===== config.mk =====
export PLATFORM = sky130hd
export DESIGN_NAME = alu_sequencer
export DESIGN_NICKNAME = d
export VERILOG_FILES = /design/src/rtl/alu_seq_pkg.sv /design/src/rtl/alu_cmd_fifo.sv /design/src/rtl/alu_sequencer.sv
export SDC_FILE = /design/constraint.sdc
export NUM_CORES = 1
export LEC_CHECK = 0
export CORE_AREA = 3 3 81 83
export DETAILED_ROUTE_END_ITERATION = 10
export DIE_AREA = 0 0 84 86
export MAX_ROUTING_LAYER = met4
export PLACE_DENSITY = 0.73
export SYNTH_ARGS = -nofsm -noshare
export SYNTH_HDL_FRONTEND = slang
export SYNTH_SLANG_ARGS = --single-unit

===== constraint.sdc =====
create_clock -name clk -period 2.1 [get_ports clk]
set_input_delay 0.42 -clock clk [delete_from_list [all_inputs] [get_ports clk]]
set_output_delay 0.42 -clock clk [all_outputs]
set_load 0.1 [all_outputs]

===== src/rtl/alu_seq_pkg.sv =====
// Shared opcodes, FSM states and command record for the ALU sequencer.
package alu_seq_pkg;

    localparam logic [2:0] OP_ADD  = 3'd0;
    localparam logic [2:0] OP_SUB  = 3'd1;
    localparam logic [2:0] OP_AND  = 3'd2;
    localparam logic [2:0] OP_OR   = 3'd3;
    localparam logic [2:0] OP_NOT  = 3'd4;
    localparam logic [2:0] OP_XOR  = 3'd5;
    localparam logic [2:0] OP_NAND = 3'd6;
    localparam logic [2:0] OP_NOR  = 3'd7;

    typedef enum logic [1:0] {
        ST_IDLE    = 2'd0,
        ST_ISSUE   = 2'd1,
        ST_RESPOND = 2'd2
    } state_t;

    typedef struct packed {
        logic [2:0] op;
        logic [3:0] a;
        logic [3:0] b;
        logic       chain;
    } cmd_t;

    // Only arithmetic ops produce a meaningful carry.
    function automatic logic carry_kept(input logic [2:0] op);
        return (op == OP_ADD) || (op == OP_SUB);
    endfunction

endpackage


===== src/rtl/alu_cmd_fifo.sv =====
// Command FIFO for the ALU sequencer; DEPTH must be a power of two >= 2.
module alu_cmd_fifo #(
    parameter int DEPTH = 4,
    parameter int WIDTH = 12
) (
    input  logic             clk,
    input  logic             rst_n,
    input  logic             push,
    input  logic [WIDTH-1:0] wdata,
    input  logic             pop,
    output logic [WIDTH-1:0] rdata,
    output logic             full,
    output logic             empty
);
    localparam int AW    = $clog2(DEPTH);
    localparam int CNT_W = AW + 1;

    logic [WIDTH-1:0] mem_r [DEPTH];
    logic [AW-1:0]    wptr_r;
    logic [AW-1:0]    rptr_r;
    logic [CNT_W-1:0] count_r;
    logic             push_ok_s;
    logic             pop_ok_s;

    assign full      = (count_r == CNT_W'(DEPTH));
    assign empty     = (count_r == {CNT_W{1'b0}});
    assign push_ok_s = push && !full;
    assign pop_ok_s  = pop && !empty;
    assign rdata     = mem_r[rptr_r];

    // Storage array; contents are don't-care while the entry is unoccupied.
    always_ff @(posedge clk) begin
        if (push_ok_s) begin
            mem_r[wptr_r] <= wdata;
        end
    end

    // Pointers wrap naturally because DEPTH is a power of two.
    always_ff @(posedge clk or negedge rst_n) begin
        if (!rst_n) begin
            wptr_r  <= {AW{1'b0}};
            rptr_r  <= {AW{1'b0}};
            count_r <= {CNT_W{1'b0}};
        end else begin
            if (push_ok_s) wptr_r <= wptr_r + AW'(1);
            if (pop_ok_s)  rptr_r <= rptr_r + AW'(1);
            case ({push_ok_s, pop_ok_s})
                2'b10:   count_r <= count_r + CNT_W'(1);
                2'b01:   count_r <= count_r - CNT_W'(1);
                default: count_r <= count_r;
            endcase
        end
    end

endmodule


===== src/rtl/alu_sequencer.sv =====
// Queues ALU commands, issues them to an external combinational ALU and returns
// responses in order. Optional operand chaining is enabled by ALU_SEQ_CHAIN_EN.
module alu_sequencer
    import alu_seq_pkg::*;
#(
    parameter int DEPTH = 4
) (
    input  logic       clk,
    input  logic       rst_n,
    input  logic       cmd_valid,
    output logic       cmd_ready,
    input  logic [2:0] cmd_op,
    input  logic [3:0] cmd_a,
    input  logic [3:0] cmd_b,
    input  logic       cmd_chain,
    output logic [2:0] alu_op,
    output logic [3:0] alu_a,
    output logic [3:0] alu_b,
    input  logic [3:0] alu_c,
    input  logic       alu_carry,
    output logic       rsp_valid,
    input  logic       rsp_ready,
    output logic [2:0] rsp_op,
    output logic [3:0] rsp_c,
    output logic       rsp_carry,
    output logic       busy
);
`ifdef ALU_SEQ_CHAIN_EN
    localparam int FW = $bits(cmd_t);
`else
    localparam int FW = $bits(cmd_t) - 1;
`endif

    state_t          state_r, state_nxt_s;
    logic [FW-1:0]   wdata_s, rdata_s;
    logic            full_s, empty_s, push_s;
    logic            pop_s, load_s, capture_s, release_s;
    logic [2:0]      head_op_s;
    logic [3:0]      head_a_s, head_b_s, issue_a_s;

`ifdef ALU_SEQ_CHAIN_EN
    logic [3:0]      chain_r;
    assign wdata_s   = cmd_t'{op: cmd_op, a: cmd_a, b: cmd_b, chain: cmd_chain};
    assign issue_a_s = rdata_s[0] ? chain_r : head_a_s;
`else
    logic            chain_unused_s;
    assign chain_unused_s = cmd_chain;
    assign wdata_s   = {cmd_op, cmd_a, cmd_b};
    assign issue_a_s = head_a_s;
`endif

    assign head_op_s = rdata_s[FW-1 -: 3];
    assign head_a_s  = rdata_s[FW-4 -: 4];
    assign head_b_s  = rdata_s[FW-8 -: 4];

    // Held low during reset so nothing is accepted until the block is out of it.
    assign cmd_ready = rst_n && !full_s;
    assign push_s    = cmd_valid && cmd_ready;
    assign busy      = (state_r != ST_IDLE) || !empty_s;

    alu_cmd_fifo #(.DEPTH(DEPTH), .WIDTH(FW)) u_fifo (
        .clk   (clk),
        .rst_n (rst_n),
        .push  (push_s),
        .wdata (wdata_s),
        .pop   (pop_s),
        .rdata (rdata_s),
        .full  (full_s),
        .empty (empty_s)
    );

    // FSM state register.
    always_ff @(posedge clk or negedge rst_n) begin
        if (!rst_n) state_r <= ST_IDLE;
        else        state_r <= state_nxt_s;
    end

    // Next state and datapath strobes; a handshake in RESPOND can pop straight into ISSUE.
    always_comb begin
        state_nxt_s = state_r;
        pop_s       = 1'b0;
        load_s      = 1'b0;
        capture_s   = 1'b0;
        release_s   = 1'b0;
        case (state_r)
            ST_IDLE: begin
                if (!empty_s) begin
                    pop_s       = 1'b1;
                    load_s      = 1'b1;
                    state_nxt_s = ST_ISSUE;
                end else begin
                    state_nxt_s = ST_IDLE;
                end
            end
            ST_ISSUE: begin
                capture_s   = 1'b1;
                state_nxt_s = ST_RESPOND;
            end
            ST_RESPOND: begin
                if (rsp_ready) begin
                    release_s = 1'b1;
                    if (!empty_s) begin
                        pop_s       = 1'b1;
                        load_s      = 1'b1;
                        state_nxt_s = ST_ISSUE;
                    end else begin
                        state_nxt_s = ST_IDLE;
                    end
                end else begin
                    state_nxt_s = ST_RESPOND;
                end
            end
            default: state_nxt_s = ST_IDLE;
        endcase
    end

    // ALU drive and response capture registers.
    always_ff @(posedge clk or negedge rst_n) begin
        if (!rst_n) begin
            alu_op    <= 3'd0;
            alu_a     <= 4'd0;
            alu_b     <= 4'd0;
            rsp_valid <= 1'b0;
            rsp_op    <= 3'd0;
            rsp_c     <= 4'd0;
            rsp_carry <= 1'b0;
        end else begin
            if (load_s) begin
                alu_op <= head_op_s;
                alu_a  <= issue_a_s;
                alu_b  <= head_b_s;
            end
            if (capture_s) begin
                rsp_valid <= 1'b1;
                rsp_op    <= alu_op;
                rsp_c     <= alu_c;
                rsp_carry <= carry_kept(alu_op) ? alu_carry : 1'b0;
            end else if (release_s) begin
                rsp_valid <= 1'b0;
            end
        end
    end

`ifdef ALU_SEQ_CHAIN_EN
    // Last captured result, fed back as operand a for chained commands.
    always_ff @(posedge clk or negedge rst_n) begin
        if (!rst_n)         chain_r <= 4'd0;
        else if (capture_s) chain_r <= alu_c;
    end
`endif

endmodule


==> results of run 1 <==
[timing repair]
item,4_1_cts,5_1_grt
endpoints found under the hold margin,0,0
gates resized for setup,0,1
setup endpoints to repair,0,1
buffers inserted,0,1
[final timing paths]
check / start / cells after the start / end / slack [ns]
min reg2reg: rsp_c[3] / 1 / rsp_c[3] / 0.50
min in group asynchronous: rst_n / 3 / u_fifo.count_r[0] / 0.60
min: rsp_c[3] / 1 / rsp_c[3] / 0.50
max in group asynchronous: rst_n / 3 / u_fifo.count_r[0] / 1.21
max: u_fifo.count_r[2] / 9 / u_fifo.count_r[2] / 0.13
max reg2reg: u_fifo.count_r[2] / 9 / u_fifo.count_r[2] / 0.13
[logic make-up after synthesis]
kind of cell	synth area share
multiplexers	0.176
AO/OA/AOI/OAI	0.0146
XOR/XNOR	0.0181
AND/OR/NAND/NOR	0.0379
flip-flops	0.704
buffers and inverters	0.0211
adder cells (fa/ha/maj)	0.0284
[routing by layer]
layer,global-route usage,vias to the layer above,part of all wire
met5,-,-,0
met4,0.0731,0,0.017
met3,0.0423,10,0.050
met2,0.277,47,0.53
met1,0.187,741,0.40
li1,-,690,-
[sequential cells by signal, summed over array words and instances, names as in the netlist, 2 cells and up]
name / flops
rsp_c: 4
alu_op: 3
u_fifo.wptr_r: 2
u_fifo.count_r: 3
u_fifo.rptr_r: 2
state_r: 2
u_fifo.mem_r: 44
alu_b: 4
alu_a: 4
rsp_op: 3
[placed cells by master, fill, tap and decap left out, drive strengths merged]
master,instances
dfrtp,29
clkdlybuf4s50,19
nand2b,2
clkbuf,10
buf,34
o21ai,1
mux2,19
nand2,2
mux4,11
nor4b,1
nor3,4
xnor2,3
a22o,1
o311a,1
fa,1
a21oi,2
nor2b,1
bufinv,2
mux2i,1
o31a,1
and2,4
inv,10
clkinv,2
ha,5
xor2,3
nor2,2
edfxtp,44
[through the flow]
stage / utilization / hold WS, ns / cell area (um2)
6_report: 0.628 / 0.500 / 3720
5_1_grt: 0.628 / 0.526 / 3720
4_1_cts: 0.627 / 0.505 / 3710
3_5_place_dp: 0.589 / 0.488 / 3480
3_3_place_gp: 0.589 / 0.475 / 3480
2_1_floorplan: - / 0.124 / 2910
[layout make-up]
| class | count | area [um2] | area share |
|---|---|---|---|
| sequential | 73 | 2050 | 0.551 |
| multi-input combinational | 65 | 801 | 0.215 |
| timing repair buffer | 53 | 520 | 0.140 |
| clock buffer | 10 | 138 | 0.0370 |
| tap | 75 | 93.8 | 0.0252 |
| clock inverter | 6 | 87.6 | 0.0236 |
| inverter | 8 | 30.0 | 0.00808 |
==> flow_metrics.tcl, run 1 <==
set metrics [dict create \
    slew_headroom 0.625 \
    synthTopCellsByArea "edfxtp_1 (45%), dfrtp_1 (25%), mux4_2 (6.2%)" \
    ys_seq_elements 73 \
    required_ns 2.36 \
    synth.largest_area_cell "edfxtp_1" \
    ioPinCount 43 \
    totalWireLength_mm 4.97 \
    routedWlPerCell_um 17.1 \
    cts_max_path_buffers 2 \
    syn_nets 177 \
    synth_edf_count 44 \
    crit_buf_inv 3 \
    fin_nets 237 \
    status "finished clean" \
    core_mm2 0.00592 \
    die_w_um 84 \
    clkTransAtPathRegs_ns 0.08 \
    fin_setup_tns_ns 0 \
    drc 0 \
    crit_path_frequent_cell "inv_1" \
    cap_violations 0 \
    synth_most_common_cell "edfxtp_1" \
    cp_max_fo 3 \
    cts_tree "built" \
    setup_violations 0 \
    rows 28 \
    crit_path_end_kind "flop" \
    crit_family "adder cells" \
    fmax_ghz 0.507 \
    path_cells "inv_1 > o311a_1 > inv_1 > ha_1 > inv_1 > fa_1 > xor2_1 > nor2_1 > xnor2_1" \
    grt_pass1_wl_mm 8.58 \
    rsz0062_at_grt "no" \
    clock_latency_ns 0.34 \
    dp_hpwl_mm 3.33 \
    synth_top_area_share 0.454 \
    yosys.cell_types.count 29 \
    layout-drive-gt1-share 0.367 \
    synth_seq_area_share 0.704 \
    ys.flop_type "edfxtp_1" \
    netlist_area_mm2 0.00291 \
    cts.hold.buffers_added 0 \
    syn_to_final_growth_pct 27.8 \
    min_period_ns 1.97 \
    tightest_slew_ns 0.562 \
    finClkSkew_ns 0.0111 \
    worstPathArrival_ns 2.24 \
    cts.sinks 73 \
    dieArea_mm2 0.00722 \
    ant_nets 0 \
    critPathLaunchType "flop" \
    cts-root-buf "clkbuf_8" \
    antenna_found_initial 0 \
    grt_pass1_vias 1696 \
    die_h_um 86 \
    firstDrtPassIters 4 \
    max_stage_delay_ns 0.40 \
    drv_slew 0 \
    setup_ws_ns 0.126 \
    syn-instance-count 150 \
    synthArstFlopShare 0.397 \
    place_inst 273 \
    vias 1488 \
    vias_per_cell 5.13 \
    synth_warnings 0 \
    gp_congestion 0.790 \
    synthTopCellsByCount "edfxtp_1 (44), dfrtp_1 (29), mux2_2 (10)" \
    critPathKind "reg2reg" \
    grt_overflow 0 \
    fill_cells 393 \
    antennaDiodeCount 0 \
    cts_buffers 9 \
    finalHoldViolations 0 \
    drt_iter0_drc 56 \
    crit_slowest_cell "dfrtp_1" \
    pre_cts_slack_ns -0.172 \
    hp-class "reg2reg" \
    start_util 0.491 \
    io_buffers 41 \
    finalNonFillerCells 290 \
    grt_max_degree 30 \
    syn_area_per_cell_um2 19.4 \
    grt.total_usage 0.165 \
    htree_levels 3 \
    fin_crit_sh 0.940 \
]
Power of run 1 is not shown: default switching activity piles up to over one toggle a cycle in this logic, so the estimate is an artifact.
==> run 2: changes to the inputs <==
--- a/config.mk
+++ b/config.mk
@@ -10,6 +10,7 @@
 export DIE_AREA = 0 0 84 86
 export MAX_ROUTING_LAYER = met4
 export PLACE_DENSITY = 0.73
+export SKIP_CTS_REPAIR_TIMING = 1
 export SYNTH_ARGS = -nofsm -noshare
 export SYNTH_HDL_FRONTEND = slang
 export SYNTH_SLANG_ARGS = --single-unit
==> results of run 2 <==
Same layout as run 1: the final DEF is identical, and so are final timing and power.
Power of run 2 is left out for the same reason.
==> run 3: changes to the inputs <==
--- a/config.mk
+++ b/config.mk
@@ -5,11 +5,12 @@
 export SDC_FILE = /design/constraint.sdc
 export NUM_CORES = 1
 export LEC_CHECK = 0
-export CORE_AREA = 3 3 81 83
+export CORE_AREA = 2 2 80 82
 export DETAILED_ROUTE_END_ITERATION = 10
-export DIE_AREA = 0 0 84 86
+export DIE_AREA = 0 0 82 84
 export MAX_ROUTING_LAYER = met4
 export PLACE_DENSITY = 0.73
+export RECOVER_POWER = 50
 export SKIP_CTS_REPAIR_TIMING = 1
 export SYNTH_ARGS = -nofsm -noshare
 export SYNTH_HDL_FRONTEND = slang
==> flow_metrics.tcl, run 3 (synthesis results as in run 1) <==
set metrics [dict create \
    path_cells "clkdlybuf4s50_1 > buf_12 > o31a_1 > buf_12" \
    ioPinCount 43 \
    rsz0062_at_grt "no" \
    grt_pass1_vias 1660 \
    cts.sinks 73 \
    worstPathArrival_ns 1.57 \
    slew_headroom 0.620 \
    critPathKind "in2out" \
    r2r_cells 8 \
    hp-class "in2async" \
    required_ns 1.68 \
    largest_register "u_fifo.mem_r" \
    die_h_um 84 \
    final_cell_mix "edfxtp_1 (44), dfrtp_1 (29), buf_4 (26), dlygate4sd3_1 (12), mux2_2 (10)" \
    vias 1492 \
    r2r_slack_ns 0.13 \
    crit_slowest_cell "clkdlybuf4s50_1" \
    grt_max_degree 31 \
    drt_iter0_drc 68 \
    grt_pass1_wl_mm 8.00 \
    critPathLaunchType "input port" \
    htree_levels 3 \
    dieArea_mm2 0.00689 \
    crit_path_end_kind "output pin" \
    tightest_slew_ns 0.570 \
    cts_max_path_buffers 2 \
    max_stage_delay_ns 0.53 \
    fmax_ghz 0.502 \
    drv_slew 0 \
    crit_family "buffers and inverters" \
    crit_path_frequent_cell "buf_12" \
    grt.total_usage 0.166 \
    drc 0 \
    cts-root-buf "clkbuf_8" \
    largest_register_ffs 44 \
    io_buffers 41 \
    layout-drive-gt1-share 0.349 \
    cts_buffers 9 \
    start_util 0.477 \
    fin_crit_sh 0.949 \
    crit_buf_inv 3 \
    min_period_ns 1.99 \
    setup_ws_ns 0.108 \
    totalWireLength_mm 4.88 \
    mostFrequentLayoutCell "edfxtp_1" \
    dp_hpwl_mm 3.40 \
    finalHoldViolations 0 \
    grt_overflow 0 \
    cp_max_fo 30 \
    rows 29 \
    antennaDiodeCount 0 \
    finClkSkew_ns 0.0113 \
    clock_latency_ns 0.33 \
    routedWlPerCell_um 16.7 \
    ant_nets 0 \
    firstDrtPassIters 4 \
    pre_cts_slack_ns -0.166 \
    antenna_found_initial 0 \
    cts_tree "built" \
    fin_nets 237 \
    status "finished clean" \
    clkTransAtPathRegs_ns 0.08 \
    vias_per_cell 5.11 \
    path_depth 4 \
    gp_congestion 0.689 \
    die_w_um 82 \
    cap_violations 0 \
    core_mm2 0.00610 \
    setup_violations 0 \
    syn_to_final_growth_pct 26.5 \
]
[run 3: cell count changes in the layout (fill, tap and decap cells not counted), sizes merged]
| cell | change |
|---|---|
| inv | -1 |
| bufinv | -1 |
| clkbuf | +3 |
| clkdlybuf4s50 | -12 |
| dlygate4sd3 | +12 |
| buf | -2 |
| clkinvlp | +1 |
[run 3: metal layers]
| layer | wire [um] | up-vias | part of all wire | global-route usage |
|---|---|---|---|---|
| met5 | 0 | - | 0 | - |
| met4 | 53 | 0 | 0.011 | 0.0652 |
| met3 | 141 | 4 | 0.029 | 0.0455 |
| met2 | 2810 | 32 | 0.58 | 0.276 |
| met1 | 1870 | 770 | 0.38 | 0.189 |
| li1 | - | 686 | - | - |
[run 3: stage by stage]
step | cells | utilization | setup TNS [ns] | hold slack (ns) | cell area (um2)
6_report | 292 | 0.603 | 0 | 0.478 | 3680
5_1_grt | 292 | 0.603 | 0 | 0.484 | 3680
4_1_cts | 292 | 0.602 | -0.0564 | 0.502 | 3670
3_5_place_dp | 276 | 0.571 | -0.222 | 0.488 | 3480
3_3_place_gp | 276 | 0.571 | -0.118 | 0.478 | 3480
2_1_floorplan | 150 | - | 0 | 0.124 | 2910
[run 3: cell type report]
type	instances	area, um2
Clock inverter	5	56.3
Tap cell	77	96.3
Multi-Input combinational cell	65	801
Clock buffer	11	131
Sequential cell	73	2050
Fill cell	450	2420
Timing Repair Buffer	53	517
Inverter	8	30.0
[run 3: worst paths after layout]
| path | start | end |
|---|---|---|
| worst min register to register | rsp_c[3] | rsp_c[3] |
| worst min-delay path | rst_n | alu_b[0] |
| min in group clk | rsp_c[3] | rsp_c[3] |
| worst max-delay path | rst_n | cmd_ready |
| max in group asynchronous | rst_n | alu_a[1] |
| worst max register to register | u_fifo.count_r[0] | u_fifo.count_r[2] |
Power of run 3 is left out for the same reason.
